==> src/rtl/ode_step_sequencer_pkg.sv <==
// Shared types and defaults for the ODE step sequencer: FSM state encoding
// and the default word width, multiplier latency and step-counter width.
package ode_pkg;

  localparam int DW_DEF      = 16;
  localparam int MUL_LAT_DEF = 3;
  localparam int CNT_W_DEF   = 16;

  typedef enum logic [2:0] {
    S_IDLE   = 3'd0,
    S_WAIT_U = 3'd1,
    S_MUL    = 3'd2,
    S_ACC    = 3'd3,
    S_CHECK  = 3'd4,
    S_OUT    = 3'd5,
    S_DONE   = 3'd6
  } state_t;

  // A run owns the datapath in every state except IDLE.
  function automatic logic state_running(input state_t s);
    return s != S_IDLE;
  endfunction

endpackage

==> src/rtl/ode_step_sequencer_if.sv <==
// Bundle of the sequencer's streaming ports (u in, x out) and the datapath
// operand/strobe/result signals.
interface ode_step_sequencer_if
  import ode_pkg::*;
#(
  parameter int DW = DW_DEF
);

  // Handshake rule for u_* and x_*: a word transfers on a rising edge where
  // valid and ready are both high; the producer holds valid and data stable
  // until that edge, and ready never depends on valid.
  logic [DW-1:0] u_data;
  logic          u_valid;
  logic          u_ready;

  logic [DW-1:0] ode_x;
  logic [DW-1:0] ode_u;
  logic          ode_en_mul;
  logic          ode_en_acc;
  logic [DW-1:0] ode_xnext;
  logic          ode_error;

  logic [DW-1:0] x_out;
  logic          x_valid;
  logic          x_ready;

  modport master (
    input  u_data, u_valid,
    output u_ready,
    output ode_x, ode_u, ode_en_mul, ode_en_acc,
    input  ode_xnext, ode_error,
    output x_out, x_valid,
    input  x_ready
  );

  modport slave (
    output u_data, u_valid,
    input  u_ready,
    input  ode_x, ode_u, ode_en_mul, ode_en_acc,
    output ode_xnext, ode_error,
    input  x_out, x_valid,
    output x_ready
  );

endinterface

==> src/rtl/ode_seq_stream_out.sv <==
// Single-entry holding register for the new-state output stream: loaded once
// per successful step, held until the downstream consumer accepts it.
module ode_seq_stream_out
  import ode_pkg::*;
#(
  parameter int DW = DW_DEF
) (
  input  logic          clk,
  input  logic          rst_n,
  input  logic          load,
  input  logic [DW-1:0] load_data,
  output logic [DW-1:0] x_out,
  output logic          x_valid,
  input  logic          x_ready,
  output logic          accept
);

  assign accept = x_valid && x_ready;

  always_ff @(posedge clk or negedge rst_n) begin
    if (!rst_n) begin
      x_out   <= '0;
      x_valid <= 1'b0;
    end else if (load) begin
      x_out   <= load_data;
      x_valid <= 1'b1;
    end else if (accept) begin
      x_valid <= 1'b0;
    end
  end

endmodule

==> src/rtl/ode_step_sequencer.sv <==
// Run controller for the Euler-step datapath: per step it pulls one u sample,
// strobes multiply then accumulate, commits the new state and streams it out.
module ode_step_sequencer
  import ode_pkg::*;
#(
  parameter int DW      = DW_DEF,
  parameter int MUL_LAT = MUL_LAT_DEF,
  parameter int CNT_W   = CNT_W_DEF
) (
  input  logic             clk,
  input  logic             rst_n,
  input  logic             start,
  input  logic [CNT_W-1:0] num_steps,
  input  logic [DW-1:0]    x_init,
  output logic             busy,
  output logic             done,
  output logic             err_flag,
  output logic [CNT_W-1:0] step_cnt,
  ode_step_sequencer_if.master bus,
  output state_t           dbg_state
);

  // Counter only has to hold MUL_LAT-1.
  localparam int MCW = (MUL_LAT < 2) ? 1 : $clog2(MUL_LAT);

  state_t           state_q, state_d;
  logic [MCW-1:0]   mul_cnt_q;
  logic [CNT_W-1:0] num_q;
  logic [CNT_W-1:0] step_q;
  logic [DW-1:0]    x_q;
  logic [DW-1:0]    u_q;
  logic             busy_q, done_q, err_q;
  logic             u_ready_q, en_mul_q, en_acc_q;
  logic             start_acc, fire_u, commit, x_accept;

  assign start_acc = (state_q == S_IDLE) && start;
  assign fire_u    = (state_q == S_WAIT_U) && bus.u_valid;
  assign commit    = (state_q == S_CHECK) && !bus.ode_error;

  always_ff @(posedge clk or negedge rst_n) begin
    if (!rst_n) state_q <= S_IDLE;
    else        state_q <= state_d;
  end

  always_comb begin
    state_d = state_q;
    case (state_q)
      S_IDLE:   if (start) state_d = (num_steps == '0) ? S_DONE : S_WAIT_U;
      S_WAIT_U: if (bus.u_valid) state_d = S_MUL;
      S_MUL:    if (mul_cnt_q == '0) state_d = S_ACC;
      S_ACC:    state_d = S_CHECK;
      S_CHECK:  state_d = bus.ode_error ? S_DONE : S_OUT;
      S_OUT:    if (x_accept) state_d = (step_q == num_q) ? S_DONE : S_WAIT_U;
      S_DONE:   state_d = S_IDLE;
      default:  state_d = S_IDLE;
    endcase
  end

  always_ff @(posedge clk or negedge rst_n) begin
    if (!rst_n) begin
      mul_cnt_q <= '0;
    end else if (fire_u) begin
      mul_cnt_q <= MCW'(MUL_LAT - 1);
    end else if ((state_q == S_MUL) && (mul_cnt_q != '0)) begin
      mul_cnt_q <= mul_cnt_q - 1'b1;
    end
  end

  // Run context: step target, committed state, sampled input and status.
  always_ff @(posedge clk or negedge rst_n) begin
    if (!rst_n) begin
      num_q  <= '0;
      step_q <= '0;
      x_q    <= '0;
      u_q    <= '0;
      err_q  <= 1'b0;
    end else begin
      if (start_acc) begin
        num_q  <= num_steps;
        x_q    <= x_init;
        step_q <= '0;
        err_q  <= 1'b0;
      end
      if (fire_u) u_q <= bus.u_data;
      if (state_q == S_CHECK) begin
        if (bus.ode_error) begin
          err_q <= 1'b1;
        end else begin
          x_q    <= bus.ode_xnext;
          step_q <= step_q + 1'b1;
        end
      end
    end
  end

  // Status and strobes come straight from flops, aligned with the state they describe.
  always_ff @(posedge clk or negedge rst_n) begin
    if (!rst_n) begin
      busy_q    <= 1'b0;
      done_q    <= 1'b0;
      u_ready_q <= 1'b0;
      en_mul_q  <= 1'b0;
      en_acc_q  <= 1'b0;
    end else begin
      busy_q    <= state_running(state_d);
      done_q    <= (state_d == S_DONE);
      u_ready_q <= (state_d == S_WAIT_U);
      en_mul_q  <= (state_d == S_MUL);
      en_acc_q  <= (state_d == S_ACC);
    end
  end

  ode_seq_stream_out #(.DW(DW)) u_stream_out (
    .clk       (clk),
    .rst_n     (rst_n),
    .load      (commit),
    .load_data (bus.ode_xnext),
    .x_out     (bus.x_out),
    .x_valid   (bus.x_valid),
    .x_ready   (bus.x_ready),
    .accept    (x_accept)
  );

  assign busy           = busy_q;
  assign done           = done_q;
  assign err_flag       = err_q;
  assign step_cnt       = step_q;
  assign bus.u_ready    = u_ready_q;
  assign bus.ode_x      = x_q;
  assign bus.ode_u      = u_q;
  assign bus.ode_en_mul = en_mul_q;
  assign bus.ode_en_acc = en_acc_q;
  assign dbg_state      = state_q;

endmodule
==> src/flat_wrapper.sv <==
// flat-port wrapper written by rule: the top's interface ports become plain ports
module ode_step_sequencer_flat import ode_pkg::*;
#(
  parameter int DW      = DW_DEF,
  parameter int MUL_LAT = MUL_LAT_DEF,
  parameter int CNT_W   = CNT_W_DEF
)
  (clk, rst_n, start, num_steps, x_init, busy, done, err_flag, step_cnt, dbg_state, bus_u_data, bus_u_valid, bus_u_ready, bus_ode_x, bus_ode_u, bus_ode_en_mul, bus_ode_en_acc, bus_ode_xnext, bus_ode_error, bus_x_out, bus_x_valid, bus_x_ready);
  ode_step_sequencer_if #(.DW(DW)) bus_i ();
  input  logic clk;
  input  logic rst_n;
  input  logic start;
  input  logic [CNT_W-1:0] num_steps;
  input  logic [DW-1:0] x_init;
  output logic busy;
  output logic done;
  output logic err_flag;
  output logic [CNT_W-1:0] step_cnt;
  output state_t dbg_state;
  input wire logic [$bits(bus_i.u_data)-1:0] bus_u_data;
  input wire logic [$bits(bus_i.u_valid)-1:0] bus_u_valid;
  output wire logic [$bits(bus_i.u_ready)-1:0] bus_u_ready;
  output wire logic [$bits(bus_i.ode_x)-1:0] bus_ode_x;
  output wire logic [$bits(bus_i.ode_u)-1:0] bus_ode_u;
  output wire logic [$bits(bus_i.ode_en_mul)-1:0] bus_ode_en_mul;
  output wire logic [$bits(bus_i.ode_en_acc)-1:0] bus_ode_en_acc;
  input wire logic [$bits(bus_i.ode_xnext)-1:0] bus_ode_xnext;
  input wire logic [$bits(bus_i.ode_error)-1:0] bus_ode_error;
  output wire logic [$bits(bus_i.x_out)-1:0] bus_x_out;
  output wire logic [$bits(bus_i.x_valid)-1:0] bus_x_valid;
  input wire logic [$bits(bus_i.x_ready)-1:0] bus_x_ready;
  assign bus_i.u_data = bus_u_data;
  assign bus_i.u_valid = bus_u_valid;
  assign bus_u_ready = bus_i.u_ready;
  assign bus_ode_x = bus_i.ode_x;
  assign bus_ode_u = bus_i.ode_u;
  assign bus_ode_en_mul = bus_i.ode_en_mul;
  assign bus_ode_en_acc = bus_i.ode_en_acc;
  assign bus_i.ode_xnext = bus_ode_xnext;
  assign bus_i.ode_error = bus_ode_error;
  assign bus_x_out = bus_i.x_out;
  assign bus_x_valid = bus_i.x_valid;
  assign bus_i.x_ready = bus_x_ready;
  ode_step_sequencer #(.DW(DW), .MUL_LAT(MUL_LAT), .CNT_W(CNT_W)) u_core (.clk(clk), .rst_n(rst_n), .start(start), .num_steps(num_steps), .x_init(x_init), .busy(busy), .done(done), .err_flag(err_flag), .step_cnt(step_cnt), .bus(bus_i), .dbg_state(dbg_state));
endmodule
==> config.mk <==
export PLATFORM = sky130hd
export DESIGN_NAME = ode_step_sequencer_flat
export DESIGN_NICKNAME = d
export VERILOG_FILES = /design/src/rtl/ode_step_sequencer_pkg.sv /design/src/rtl/ode_step_sequencer_if.sv /design/src/rtl/ode_seq_stream_out.sv /design/src/rtl/ode_step_sequencer.sv /design/src/flat_wrapper.sv
export SDC_FILE = /design/constraint.sdc
export NUM_CORES = 1
export LEC_CHECK = 0
export ABC_CLOCK_PERIOD_IN_PS = 2400
export BUFFER_PORTS_ARGS = -buffer_cell sky130_fd_sc_hd__buf_2
export CORE_UTILIZATION = 43
export CTS_BUF_LIST = sky130_fd_sc_hd__clkbuf_4
export DETAILED_ROUTE_END_ITERATION = 8
export HOLD_SLACK_MARGIN = 0.15
export PLACE_DENSITY = 0.7
export REMOVE_ABC_BUFFERS = 1
export SYNTH_ARGS = -nofsm -noshare
export SYNTH_HDL_FRONTEND = slang
export SYNTH_SLANG_ARGS = --single-unit
==> constraint.sdc <==
create_clock -name clk -period 2.4 [get_ports clk]
set_clock_uncertainty 0.15 [all_clocks]
set_input_delay 0.48 -clock clk [delete_from_list [all_inputs] [get_ports clk]]
set_output_delay 0.48 -clock clk [all_outputs]
set_load 0.02 [all_outputs]
==> metrics.yaml, run 1 <==
status: "completed"
max_cap_viol_count: 0
path_clk_slew_ps: 150
syn-cell-area_mm2: 0.004120
post_cts_buffers: 0
min_period_ps: 2250
timing.final.crit_share_pct: 93.74
start_kind: "primary input"
yosysWarnings: 0
place_hpwl_um: 7291
antenna_found_initial: 0
overflow: 0
routed_via_density: 4.916
vias: 3579
core_mm2: 0.009240
p_clk_share_pct: 13.9
finalSetupTns_ps: 0
power_leakage_nw: 2.866
multi_input_area_mm2: 0.001710
setup_slack_ps: 150.2
synth_enable_flop_cells: 0
synthTopCellsByArea: "dfrtp_1, nand2_1, mux2i_1, mux2_2, xnor2_1"
seq_area_mm2: 0.002302
grt_pass1_vias: 3750
ant_nets: 0
htree_levels: 3
worst_pin_slew_ps: 549.8
dr.first_iter.drc_count: 134
crit_slowest_cell: "or4_4"
final_layout_size_suffix_gt1_share_pct: 33.06
grt_max_degree: 57
cts_max_path_buffers: 2
power_density_mw_per_mm2: 1092
post-synth-top-count-cell: "nand2_1"
critPathRequiredTime_ps: 2610
relSlewSlack_pct: 63.12
die_area_mm2: 0.009977
fmax_mhz: 444.5
crit_fanout: 4
wl_per_cell_um: 14.38
port-buffer-count: 143
crit_chain: "dlygate4sd3_1 -> buf_2 -> or4_4 -> o41ai_1 -> a211oi_1 -> nor3_1"
syn2layout_area_growth_pct: 37.50
seq_area_frac_synth_pct: 55.88
grt_pass1_wl_um: 17480
rsz0062_at_grt: "false"
synth_flop_cell: "dfrtp_1"
setup_viol_count_final: 0
ys_types: 48
async_reset_ff_share_pct: 100.0
ys_ff_latch: 92
ios: 144
start_util_pct: 44.59
swShare_pct: 41.64
p_seq_share_pct: 41.8
root_buffer: "clkbuf_4"
ir_drop_mv: 0.5726
layout.nets: 666
internal_power_mw: 3.611
max_stage_delay_ps: 540
gr-usage-all-layers_pct: 22.47
clk_latency_ps: 430
slew_violations: 0
post-route-util_pct: 61.31
hold_viol: 0
syn_area_per_cell_um2: 10.43
die_y_um: 99.89
n_antenna_cell: 0
syn_inst: 395
crit_type: "in -> reg"
synth_top_area_cell: "dfrtp_1"
gp_congestion: 0.9292
combPwrFrac_pct: 44.3
cts_buffers: 9
drc: 0
yosysTopAreaCellShare_pct: 55.88
end_kind: "register"
dp_slack_ps: 250.3
synth_common_cells: "nand2_1, dfrtp_1, o21ai_0"
die_x_um: 99.89
power.net_switching_mw: 2.576
crit_arrival_ps: 2460
drtPass1Iterations: 4
holdCritPathClass: "in -> reg"
row_count: 35
tritoncts: "done"
cts.sink_count: 92
fillers: 779
wirelength_um: 10470
[registers in the layout (all words and copies together) (netlist names)]
| signal | cells |
|---|---|
| u_core.u_stream_out.x_out | 16 |
| u_core.bus.ode_u | 16 |
| u_core.num_q | 16 |
| u_core.err_flag | 1 |
| u_core.bus.ode_en_acc | 1 |
| u_core.done | 1 |
| u_core.bus.u_ready | 1 |
| u_core.u_stream_out.x_valid | 1 |
| u_core.dbg_state | 3 |
| u_core.bus.ode_x | 16 |
| u_core.bus.ode_en_mul | 1 |
| u_core.busy | 1 |
| u_core.mul_cnt_q | 2 |
| u_core.step_cnt | 16 |
[worst max-delay path, delay by kind of cell]
family,cells,cell delay (ps)
buffers and inverters,2,660
AOI/OAI and AO/OA,2,570
and+or+nand+nor,2,750
[path summary, 6_finish.rpt]
check	endpoint	depth (start not counted)	startpoint	slack, ps
max	u_core.bus.ode_en_mul$_DFF_PN0_	6	num_steps[13]	150
min	u_core.bus.ode_x[4]$_DFF_PN0_	3	x_init[4]	170
max reg2reg	u_core.bus.ode_u[2]$_DFFE_PN0P_	5	u_core.dbg_state[2]$_DFF_PN0_	300
min reg2reg	u_core.u_stream_out.x_out[14]$_DFFE_PN0P_	2	u_core.u_stream_out.x_out[14]$_DFFE_PN0P_	340
max in group asynchronous	u_core.num_q[12]$_DFFE_PN0P_	3	rst_n	990
min in group asynchronous	u_core.u_stream_out.x_out[8]$_DFFE_PN0P_	2	rst_n	420
[per-layer routing]
| metal | up-vias | routed length [µm] | GRT usage [%] |
|---|---|---|---|
| met2 | 106 | 5361 | 38.83 |
| met5 | - | 0 | 0 |
| li1 | 1739 | - | - |
| met1 | 1718 | 4455 | 28.02 |
| met3 | 16 | 505 | 4.735 |
| met4 | 0 | 148 | 7.579 |
[logic make-up after synthesis]
logic type      share of synthesized area (%)
compound gates                          6.893
xor+xnor                                3.614
fa+ha+maj                              0.6073
buf+inv                                 2.824
flops                                   55.88
mux                                     10.20
simple gates                            19.98
[repair_timing]
action	in CTS	in global routing
hold buffers	50	0
resized for setup	0	0
hold endpoints to repair	101	0
setup endpoints to repair	0	0
[stage by stage]
| stage | hold WS (ps) | total power, mW | cell area, µm² | std cells |
|---|---|---|---|---|
| 2_1_floorplan | 34.41 | 4.295 | 4026 | 379 |
| 3_3_place_gp | 304.3 | 5.203 | 5022 | 662 |
| 3_5_place_dp | 308.4 | 5.305 | 5022 | 662 |
| 4_1_cts | 153.8 | 6.241 | 5665 | 728 |
| 5_1_grt | 155.6 | 6.659 | 5665 | 728 |
| 6_report | 173.5 | 6.186 | 5665 | 728 |
[power groups by stage]
stage	clock, mW	combinational, mW	sequential, mW
finish	0.862	2.74	2.58
global route	0.967	3.02	2.68
CTS	0.900	2.76	2.59
detailed placement	0	2.69	2.61
global placement	0	2.63	2.58
floorplan	0	1.14	3.16
[placed cells by master, fill, tap and decap left out, types with 2 or more instances in the layout]
cell type / netlist / final
dlygate4sd3_1: 0 / 50
a22o_1: 2 / 2
nor4_1: 2 / 2
dfrtp_1: 92 / 92
o211ai_1: 2 / 2
mux2_2: 16 / 16
o31ai_1: 2 / 2
a21oi_1: 7 / 7
ha_1: 2 / 2
inv_1: 6 / 6
mux2i_1: 24 / 24
nor2_1: 12 / 12
and3_1: 4 / 4
clkbuf_4: 0 / 9
nand4_1: 7 / 7
nand2b_1: 3 / 3
buf_12: 0 / 2
buf_2: 3 / 142
xnor2_1: 17 / 17
nand3_1: 11 / 11
o21ai_0: 28 / 28
buf_4: 4 / 10
nand2_1: 115 / 115
or2_2: 2 / 2
[layout make-up]
| type | count | area share (%) |
|---|---|---|
| Timing Repair Buffer | 204 | 23.41 |
| Clock inverter | 7 | 1.325 |
| Clock buffer | 9 | 1.193 |
| Sequential cell | 92 | 40.64 |
| Multi-Input combinational cell | 281 | 30.19 |
| Tap cell | 129 | 2.849 |
| Inverter | 6 | 0.3975 |
Power figures use the tool's default switching activity.
==> run 2: changes to the inputs <==
ABC_AREA = 1   (was unset)
CORE_ASPECT_RATIO = 1.2   (was unset)
GPL_ROUTABILITY_DRIVEN = 0   (was unset)
==> run 2 against run 1 <==
  * Sequential power decreased by 3%
  * Critical path depth unchanged
  * Highest routed layer unchanged
  * Utilization decreased by 0.96 points
  * Largest cell class unchanged
  * Combinational power decreased by 4%
  * Design area increased by 2.4%
  * Global-route usage decreased by 0.26 points
  * Clock-buffer cell count unchanged
  * Routed wire length increased by 3.0%
  * Cell count increased by 16%
==> metrics.yaml, run 2 <==
async_reset_ff_share_pct: 100.0  # unchanged
fmax_mhz: 471.9  # +6.2%
ys_types: 31  # -35%
min_from: "x_init[13]"
wl_per_cell_um: 12.76  # -11%
critPathRequiredTime_ps: 2590  # -20 ps
path_buf_inv: 2  # unchanged
relSlewSlack_pct: 73.37  # +10 points
die_y_um: 111.4  # +12%
timing.final.crit_share_pct: 88.30  # -5.4 points
row_count: 39  # +11%
final_layout_size_suffix_gt1_share_pct: 24.65  # -8.4 points
r2r_end: "u_core.bus.ode_x[5]$_DFF_PN0_"
status: "completed"
synthTopCellsByArea: "dfrtp_1, nand2_1, inv_1, o21ai_0, mux2i_1"
ff2ff_setup_slack_ps: 280  # -20 ps
root_buffer: "clkbuf_4"
gr-usage-all-layers_pct: 22.20  # -0.26 points
syn2layout_area_growth_pct: 35.31
htree_levels: 3  # unchanged
holdPathEnd: "u_core.bus.ode_x[13]$_DFF_PN0_"
wirelength_um: 10780  # +3.0%
syn-cell-area_mm2: 0.004288  # +4.1%
routed_via_density: 4.794  # -2.5%
cts_buffers: 9  # unchanged
hold_viol: 0  # unchanged
place_hpwl_um: 7487  # +2.7%
grt_pass1_wl_um: 17960  # +2.7%
die_area_mm2: 0.01038  # +4.0%
max_stage_delay_ps: 580  # +40 ps
syn_inst: 527  # +33%
end_kind: "register"
crit_slowest_cell: "dlygate4sd3_1"
antenna_found_initial: 0  # unchanged
cts_max_path_buffers: 2  # unchanged
rsz0062_at_grt: "false"
synth_top_area_cell: "dfrtp_1"
ant_nets: 0  # unchanged
synth_enable_flop_cells: 0  # unchanged
finalNonFillerCells: 845  # +16%
cts.sink_count: 92  # unchanged
die_x_um: 93.16  # -6.7%
slew_violations: 0  # unchanged
tritoncts: "done"
overflow: 0  # unchanged
syn_area_per_cell_um2: 8.136  # -22%
drc: 0  # unchanged
max_cap_viol_count: 0  # unchanged
final_cell_mix: "nand2_1, buf_2, dfrtp_1"
grt_pass1_vias: 4035  # +7.6%
power_leakage_nw: 3.282  # +15%
layout.nets: 789  # +18%
yosysTopAreaCellShare_pct: 53.69  # -2.2 points
reg2reg_from: "u_core.dbg_state[0]$_DFF_PN0_"
crit_type: "reg -> reg"
holdPathStages: 3  # unchanged
seq_area_frac_synth_pct: 53.69  # -2.2 points
n_antenna_cell: 0  # unchanged
yosysWarnings: 0  # unchanged
start_kind: "register"
cts_resized: 0  # unchanged
synth_flop_cell: "dfrtp_1"
crit_family: "buffers and inverters"
crit_fanout: 63  # +59
start_util_pct: 44.60  # about the same
crit_chain: "nor2_4 -> nand3_2 -> buf_12 -> mux2i_1 -> o21ai_0 -> dlygate4sd3_1"
worst_pin_slew_ps: 396.4  # -153.4 ps
path_clk_slew_ps: 140  # about the same
final_common_cell: "nand2_1"
dr.first_iter.drc_count: 195  # +46%
min_period_ps: 2119  # -130.6 ps
crit_arrival_ps: 2300  # -160 ps
ys_ff_latch: 92  # unchanged
synth_common_cells: "nand2_1, dfrtp_1, inv_1"
power_mw: 6.176  # -0.17%
clk_latency_ps: 440  # about the same
port-buffer-count: 143  # unchanged
hold_ws_ps: 176.6  # +3.089 ps
power_density_mw_per_mm2: 1064  # -2.5%
ios: 144  # unchanged
post-synth-top-count-cell: "nand2_1"
drtPass1Iterations: 4  # unchanged
ir_drop_mv: 0.7130  # +25%
setup_viol_count_final: 0  # unchanged
holdCritPathClass: "in -> reg"
core_mm2: 0.009613  # +4.0%
multi_input_area_mm2: 0.001667  # -2.6%
numPlacedInstances: 784  # +18%
reg2reg_depth: 6  # +1
grt_max_degree: 64  # +12%
seq_area_mm2: 0.002302  # unchanged
vias: 4051  # +13%
fillers: 846  # +8.6%
run 2: cell types whose count changed after synthesis, sizes merged, moves of 7 or more:
cell   previous run  this run
inv               6        68
mux2             16         0
mux2i            24        17
nand2           115       210
nand3            11        19
nor2             13        31
nor3              2        10
o21ai            29        41
xnor2            17         0
run 2: cell families after synthesis:
family | count (synthesis) | share of synthesized area, %
buf+inv | 83 | 7.558
mux | 17 | 3.968
compound gates | 57 | 7.266
fa+ha+maj | 2 | 0.5835
flops | 92 | 53.69
simple gates | 276 | 26.93
run 2: what timing repair did:
item                                   CTS  global route
buffers inserted                         0             0
setup endpoints to repair                0             0
hold buffers                            44             1
endpoints found under the hold margin  123             1
run 2: per-stage QoR:
step | utilization [%] | area, µm² | setup WS, ps | setup TNS [ps]
final | 60.35 | 5802 | 280.8 | 0
after global routing | 60.35 | 5802 | 162.9 | 0
after CTS | 60.25 | 5792 | 323.3 | 0
after detailed placement | 53.77 | 5169 | 432.4 | 0
after global placement | 53.77 | 5169 | 489.4 | 0
after floorplan | - | 4222 | -538.5 | -18980
run 2: worst max-delay path by stage:
stage | from | endpoint | slack, ps | depth (start not counted)
finish | u_core.dbg_state[0]$_DFF_PN0_ | u_core.bus.ode_x[5]$_DFF_PN0_ | 280 | 6
global route | u_core.dbg_state[1]$_DFF_PN0_ | u_core.bus.ode_x[5]$_DFF_PN0_ | 160 | 6
CTS | u_core.dbg_state[0]$_DFF_PN0_ | u_core.bus.ode_x[5]$_DFF_PN0_ | 320 | 6
detailed placement | u_core.step_cnt[0]$_DFF_PN0_ | u_core.step_cnt[14]$_DFF_PN0_ | 430 | 8
global placement | u_core.dbg_state[0]$_DFF_PN0_ | u_core.step_cnt[12]$_DFF_PN0_ | 490 | 10
floorplan | u_core.dbg_state[0]$_DFF_PN0_ | u_core.done$_DFF_PN0_ | -540 | 9
run 2: layer usage:
layer / vias to the layer above / GRT usage [%] / part of all wire [%]
met4: 0 / 8.615 / 2.0
met3: 16 / 5.123 / 6.0
met2: 114 / 38.73 / 53
met5: - / 0 / 0
li1: 2026 / - / -
met1: 1895 / 26.30 / 39
run 2: layout make-up:
class | count | share of cell area, %
Timing Repair Buffer | 194 | 21.35
Tap cell | 123 | 2.653
Clock inverter | 7 | 1.984
Clock buffer | 9 | 1.165
Multi-Input combinational cell | 352 | 28.73
Inverter | 68 | 4.443
Sequential cell | 92 | 39.68
run 2: power by group:
group          internal, mW  switching [mW]  total, mW
logic                 0.952            1.67       2.62
clock network         0.524           0.515       1.04
registers              2.14           0.370       2.51
run 2: tightest hold or removal path, cell delays in order:
cell and delay [ps]:
buf_2 80, mux2i_1 50, o21ai_0 130
